### src/rtl/id_ex_stage.sv
// ID/EX pipeline register for the 16-bit 5-stage CPU: captures decoded fields,
// forwards operands from EX/MEM and MEM/WB, and detects load-use hazards.
module id_ex_stage #(
    parameter int DATA_W  = 16,
    parameter int RADDR_W = 4
) (
    input  logic               clk,
    input  logic               rst_n,
    input  logic               id_valid,
    input  logic [2:0]         id_alu_op,
    input  logic [3:0]         id_shamt,
    input  logic [RADDR_W-1:0] id_rs,
    input  logic [RADDR_W-1:0] id_rt,
    input  logic [RADDR_W-1:0] id_rd,
    input  logic [DATA_W-1:0]  id_rs_data,
    input  logic [DATA_W-1:0]  id_rt_data,
    input  logic [DATA_W-1:0]  id_imm,
    input  logic               id_use_imm,
    input  logic [1:0]         id_reads,
    input  logic [3:0]         id_ctrl,
    input  logic               fwd_mem_we,
    input  logic [RADDR_W-1:0] fwd_mem_rd,
    input  logic [DATA_W-1:0]  fwd_mem_data,
    input  logic               fwd_wb_we,
    input  logic [RADDR_W-1:0] fwd_wb_rd,
    input  logic [DATA_W-1:0]  fwd_wb_data,
    input  logic               hold,
    input  logic               flush,
    output logic               ex_valid,
    output logic [2:0]         ex_alu_op,
    output logic [3:0]         ex_shamt,
    output logic [RADDR_W-1:0] ex_rd,
    output logic [3:0]         ex_ctrl,
    output logic [DATA_W-1:0]  ex_alu_a,
    output logic [DATA_W-1:0]  ex_alu_b,
    output logic [DATA_W-1:0]  ex_store_data,
    output logic               stall_id
);

    logic [3:0]         ctrl_q;
    logic [RADDR_W-1:0] rs_q, rt_q;
    logic [1:0]         reads_q;
    logic [DATA_W-1:0]  rs_data_q, rt_data_q, imm_q;
    logic               use_imm_q;

    logic               load_use;
    logic [DATA_W-1:0]  rs_cap, rt_cap;
    logic [DATA_W-1:0]  rs_fwd, rt_fwd;

    assign ex_ctrl = ex_valid ? ctrl_q : '0;

    always_comb begin
        load_use = id_valid & ex_valid & ex_ctrl[1] & (ex_rd != '0) &
                   ((id_reads[0] & (id_rs == ex_rd)) | (id_reads[1] & (id_rt == ex_rd)));
        stall_id = hold | (load_use & ~flush);
    end

    // The register file writes in the same cycle MEM/WB presents its result,
    // so the read data seen in ID may be stale; take the writeback value instead.
    always_comb begin
        rs_cap = id_rs_data;
        rt_cap = id_rt_data;
        if (fwd_wb_we && fwd_wb_rd != '0 && fwd_wb_rd == id_rs) rs_cap = fwd_wb_data;
        if (fwd_wb_we && fwd_wb_rd != '0 && fwd_wb_rd == id_rt) rt_cap = fwd_wb_data;
    end

    always_comb begin
        rs_fwd = rs_data_q;
        if (reads_q[0] && rs_q != '0) begin
            if (fwd_mem_we && fwd_mem_rd == rs_q)     rs_fwd = fwd_mem_data;
            else if (fwd_wb_we && fwd_wb_rd == rs_q)  rs_fwd = fwd_wb_data;
        end
        rt_fwd = rt_data_q;
        if (reads_q[1] && rt_q != '0) begin
            if (fwd_mem_we && fwd_mem_rd == rt_q)     rt_fwd = fwd_mem_data;
            else if (fwd_wb_we && fwd_wb_rd == rt_q)  rt_fwd = fwd_wb_data;
        end
        ex_alu_a      = rs_fwd;
        ex_alu_b      = use_imm_q ? imm_q : rt_fwd;
        ex_store_data = rt_fwd;
    end

    always_ff @(posedge clk or negedge rst_n) begin
        if (!rst_n) begin
            ex_valid  <= 1'b0;
            ex_alu_op <= '0;
            ex_shamt  <= '0;
            ex_rd     <= '0;
            ctrl_q    <= '0;
            rs_q      <= '0;
            rt_q      <= '0;
            reads_q   <= '0;
            rs_data_q <= '0;
            rt_data_q <= '0;
            imm_q     <= '0;
            use_imm_q <= 1'b0;
        end else if (hold) begin
            ex_valid  <= ex_valid;
        end else if (flush || load_use) begin
            ex_valid  <= 1'b0;
            ex_alu_op <= '0;
            ex_shamt  <= '0;
            ex_rd     <= '0;
            ctrl_q    <= '0;
            rs_q      <= '0;
            rt_q      <= '0;
            reads_q   <= '0;
            rs_data_q <= '0;
            rt_data_q <= '0;
            imm_q     <= '0;
            use_imm_q <= 1'b0;
        end else begin
            ex_valid  <= id_valid;
            ex_alu_op <= id_alu_op;
            ex_shamt  <= id_shamt;
            ex_rd     <= id_rd;
            ctrl_q    <= id_ctrl;
            rs_q      <= id_rs;
            rt_q      <= id_rt;
            reads_q   <= id_reads;
            rs_data_q <= rs_cap;
            rt_data_q <= rt_cap;
            imm_q     <= id_imm;
            use_imm_q <= id_use_imm;
        end
    end

endmodule

### config.mk
export PLATFORM = sky130hd
export DESIGN_NAME = id_ex_stage
export DESIGN_NICKNAME = d
export VERILOG_FILES = /design/src/rtl/id_ex_stage.sv
export SDC_FILE = /design/constraint.sdc
export NUM_CORES = 1
export LEC_CHECK = 0
export ABC_AREA = 1
export BUFFER_PORTS_ARGS = -buffer_cell sky130_fd_sc_hd__buf_2
export CAP_MARGIN = 10
export CORE_MARGIN = 1
export CORE_UTILIZATION = 45
export CTS_BUF_LIST = sky130_fd_sc_hd__clkbuf_8
export CTS_CLUSTER_DIAMETER = 40
export DETAILED_ROUTE_END_ITERATION = 16
export PLACE_DENSITY_LB_ADDON = 0.25
export SLEW_MARGIN = 10
export SYNTH_ARGS = -nofsm -noshare
export SYNTH_HDL_FRONTEND = slang
export SYNTH_SLANG_ARGS = --single-unit
export TNS_END_PERCENT = 30
### constraint.sdc
create_clock -name clk -period 3.4 [get_ports clk]
set_input_delay 0.17 -clock clk [delete_from_list [all_inputs] [get_ports clk]]
set_output_delay 0.17 -clock clk [all_outputs]
set_load 0.05 [all_outputs]
; Yosys cells after proc, flatten, opt, wreduce, memory -nomap -nowiden
; Index checks and enable logic that the tools add are counted.
; Widths: inputs -> output; s select.
[totals]
regBits = 75
in_bits = 121
output_inout_bits = 65
[op_classes]
n_eq_ne = 8
mux = 22
bitwise_logic = 10
n_reduce_logical = 14
[op_table]
columns = op, count
row1 = $mux 16, 12
row2 = $eq 4x4->1, 8
row3 = $mux 4, 6
row4 = $reduce_bool 4->1, 4
row5 = $logic_and 1x1->1, 9
row6 = $and 1x1->1, 7
row7 = $mux 3, 1
row8 = $mux 1, 2
row9 = $mux 2, 1
row10 = $or 1x1->1, 2
row11 = $logic_or 1x1->1, 1
row12 = $not 1->1, 1

; Depth between registers and ports, before layout
[logic_depth]
word_depth = 6
depth_mapped = 11
depth_no_buf = 10

; Worst setup path after synthesis
; No wires, ideal clock.
[synth_path]
path_kind = reg2out
startpoint = reg ex_valid
endpoint = out stall_id
arrival_time_ns = 2.487
path_slack_ns = 0.743
path_stages_with_launch = 7
n_path_buf = 0
path_cell_list = dfrtp_1 > nand2_1 > inv_2 > nand2_1 > a31oi_1 > nand2_1 > o21ai_0
[synth_between]
elab_chain_cells = 6
word_cells_on_any_way = 7
[synth_rtl]
columns = element, line
row1 = "start, declared", 29  ; output logic ex_valid,
row2 = "start signal, assigned", 98  ; ex_valid <= ex_valid;
row3 = "start signal, assigned", 113  ; ex_valid <= id_valid;
row4 = $mux 4, 50  ; assign ex_ctrl = ex_valid ? ctrl_q : '0;
row5 = net ex_ctrl[1], 33  ; output logic [3:0] ex_ctrl,
row6 = $and 1x1->1 (3 in a row), 53  ; load_use = id_valid & ex_valid & ex_ctrl[1] & (ex_rd != '0) &
row7 = $and 1x1->1, 55  ; stall_id = hold | (load_use & ~flush);
row8 = $or 1x1->1, 55
row9 = "end, declared", 37  ; output logic stall_id
; The timed path passes the listed nets, and every way through them passes these cells.

; Final worst setup path
[layout_path]
startpoint = reg rs_q[2]
endpoint = out ex_alu_a[7]
[layout_between]
elab_chain_cells = 5
word_cells_on_any_way = 9
[layout_rtl]
columns = element, line
row1 = "start, declared", 41  ; logic [RADDR_W-1:0] rs_q, rt_q;
row2 = "start signal, assigned", 118  ; rs_q <= id_rs;
row3 = $eq 4x4->1, 71  ; else if (fwd_wb_we && fwd_wb_rd == rs_q) rs_fwd = fwd_wb_data;
row4 = $logic_and 1x1->1, 71
row5 = $mux 16, 71
row6 = $mux 16, 70  ; if (fwd_mem_we && fwd_mem_rd == rs_q) rs_fwd = fwd_mem_data;
row7 = $mux 16 (*), 69  ; if (reads_q[0] && rs_q != '0) begin
row8 = "end, declared", 34  ; output logic [DATA_W-1:0] ex_alu_a,
; Every way passes the cells marked *; elsewhere a longest branch is shown, timed or not.

==> metrics <==
Slew @ Worst Pin=0.982 ns; initial core utilization=0.470; grt total ovfl=0; ys async rst share=1.00; GP Congestion=0.909; clk slew on worst S/H paths=0.09 ns; Setup Crit Path Kind=reg2out; worst vdd ir=0.322 mV; Mapped Avg Cell Area=6.39 sq um; Fin. Hold Viols=0; status=finished, final reports clean; Max-slew headroom=0.345; clk buf depth=2; Final Instance Count excl. Fillers=1163; top_reg_cell synth=dfrtp_1; Critical Path RT=3.23 ns; Root Driver=clkbuf_8; Peak Freq=394 MHz; Mapped Area=5490 sq um; core area=11700 sq um; H-tree levels=3; layer with the highest usage=met2; switch share=0.403; critical path endpoint category=output pin; met1 Use GR=0.347; RSZ-0062 raised after global routing=false; Die X=112 um; Residual DRC=0; Clk pwr share=0.270; Final Power=2.59 mW; clk_skew=0.00989 ns; die height=~110 um; critical path launch point type=flip-flop; GR Util met3=0.0475; placed cells=~1.1k; die area=~13000 sq um; #FFs+latches synth=75; LEAKAGE=3.63 nW; layout cell share with drive strength beyond 1=0.254; CTS buffer count=9; row cnt=39; Pint=between 1.5 and 2 mW; Synth Warn #=0; Hold Path Class=in2reg; antenna violations before repair=0; Port Buffer Count=185; Nets=1137; Post-Syn Instances=858; Max-Cap Viols=0; met2 usage=0.468; via count=6011; Worst Path Arrival=roughly 2.4 ns; endpoints failing setup=0; vias in the first global route=5604; largest net degree at the start of global routing=90; Post-DRT Antenna Nets=0; dpl hpwl=12200 um; synthesis-to-layout area growth=20.0%; combinational power share=0.338; initial DRC count=a little over 600; synthesized net count=979; Skew-Pair Late Insertion Delay=0.38 ns; num ports=186; pwr dens=between 300 and 400 nW/um^2; number of synthesized flops with an enable pin=0; Max Slew Vio Count=0; post-route clock period utilization=0.746; fin crit period=approximately 2.5 ns; DR pass1 iterations=5; unique cell type count in the Yosys netlist=35; crit path max fanout=29; total negative slack=0 ns; first-pass GRT wire length=27400 um; n_diodes=0; GRT Total Usage=0.276; Num Clock Sinks=75; switching power=1.04 mW; sequential group share of total power=0.392; final wirelength=16700 um; CTS tree=built; register area share after synthesis=0.342; Finished Core Util=0.565; Vias/cell=5.17; Wirelength per Cell=14.3 um
-- power groups by stage --
stage               Sequential [mW]  Clock (mW)  Combinational, mW
finish                         1.01       0.699              0.876
global route                   1.02       0.750              0.954
CTS                            1.01       0.717              0.880
detailed placement             1.03           0              0.877
global placement               1.03           0              0.871
floorplan                      1.06           0              0.592
-- what timing repair did --
item / CTS / global route
buffers inserted: 0 / 0
endpoints found under the hold margin: 25 / 0
gates resized for setup: 0 / 0
hold buffers: 1 / 0
endpoints found under the setup margin: 0 / 0
-- cell usage after synthesis (2+ instances only) --
library cell	number	area [sq um]
a21oi_1	48	240
a21oi_2	2	17.5
and2_1	16	100
buf_12	2	40.0
buf_2	17	85.1
buf_4	5	37.5
buf_6	3	33.8
clkbuf_1	19	71.3
dfrtp_1	75	1880
inv_1	54	203
inv_2	10	37.5
nand2_1	312	1170
nand2_2	5	31.3
nand2_4	12	135
nand3_1	49	245
nand3_4	3	52.6
nand4_1	2	12.5
nor2_1	106	398
nor2_2	12	75.1
nor2_4	3	33.8
nor3_2	2	20.0
o21ai_0	28	140
o21ai_1	51	255
xnor2_1	9	78.8
xor2_1	3	26.3
-- path summary, 6_finish.rpt --
kind                              startpoint           end  slack [ns]  cells after the start
worst min-delay path               id_imm[5]      imm_q[5]        0.04                      3
min in group asynchronous              rst_n  rs_data_q[8]        0.48                      2
max in group asynchronous              rst_n     imm_q[15]        2.27                      2
worst max register to register      ex_rd[0]  rt_data_q[6]        1.79                     10
worst max-delay path                 rs_q[2]   ex_alu_a[7]        0.86                      7
worst min register to register  rt_data_q[1]  rt_data_q[1]        0.48                      2
-- layout make-up --
class | count | area (sq um)
fillers | 1234 | 5080
multi-input cells | 671 | 3090
clock inverters | 6 | 66.3
inverters | 65 | 244
well taps | 143 | 179
flip-flops and latches | 75 | 1880
repair buffers | 194 | 1000
clock buffers | 9 | 124
-- state kept, by name, summed over array words and instances, names as in the netlist --
signal and count:
ex_rd 4, reads_q 2, rt_q 4, ex_alu_op 3, rt_data_q 16, ex_valid 1, imm_q 16, use_imm_q 1
ctrl_q 4, rs_q 4, ex_shamt 4, rs_data_q 16
-- routing by layer --
metal	vias to the layer above	wire, um	share of wire
met1	2744	7100	0.43
met2	238	8100	0.49
li1	2996	-	-
met3	33	1020	0.061
met4	0	442	0.027
met5	-	0	0
-- critical path, cell delays in order (launching register included) --
cell and delay [ns]:
dfrtp_1 0.41, inv_1 0.07, nand3_1 0.10, o21a_1 0.69, buf_4 0.26, a21oi_1 0.08, nor2_1 0.11, buf_2 0.26
-- layout by cell type (no fill, tap or decap), types with 3 or more instances in the layout --
cell / count
o21ai_1: 51
xor2_1: 3
nand2_4: 12
inv_1: 54
nor2_2: 12
and2_1: 16
inv_2: 10
xnor2_1: 9
o21ai_0: 28
nand2_2: 5
buf_2: 183
dfrtp_1: 75
buf_4: 10
nor2_1: 106
nand2_1: 312
clkbuf_8: 9
nor2_4: 3
nand3_1: 49
a21oi_1: 48
nand3_4: 3
-- stage by stage --
| stage | hold slack (ns) | cell area (sq um) | worst slack, ns |
|---|---|---|---|
| floorplan | -0.126 | 5490 | 0.743 |
| global placement | 0.387 | 6380 | 1.30 |
| detailed placement | 0.392 | 6380 | 1.26 |
| CTS | 0.0186 | 6580 | 0.851 |
| global route | 0.0301 | 6580 | 0.673 |
| finish | 0.0377 | 6580 | 0.864 |
-- logic make-up after synthesis --
kind of cell	share of synthesized area
AOI/OAI and AO/OA	0.126
xor gates and xnor gates	0.0192
DFF	0.342
and+or+nand+nor	0.419
buffers and inverters	0.0940
No activity file was read; power rests on OpenSTA's default activity.
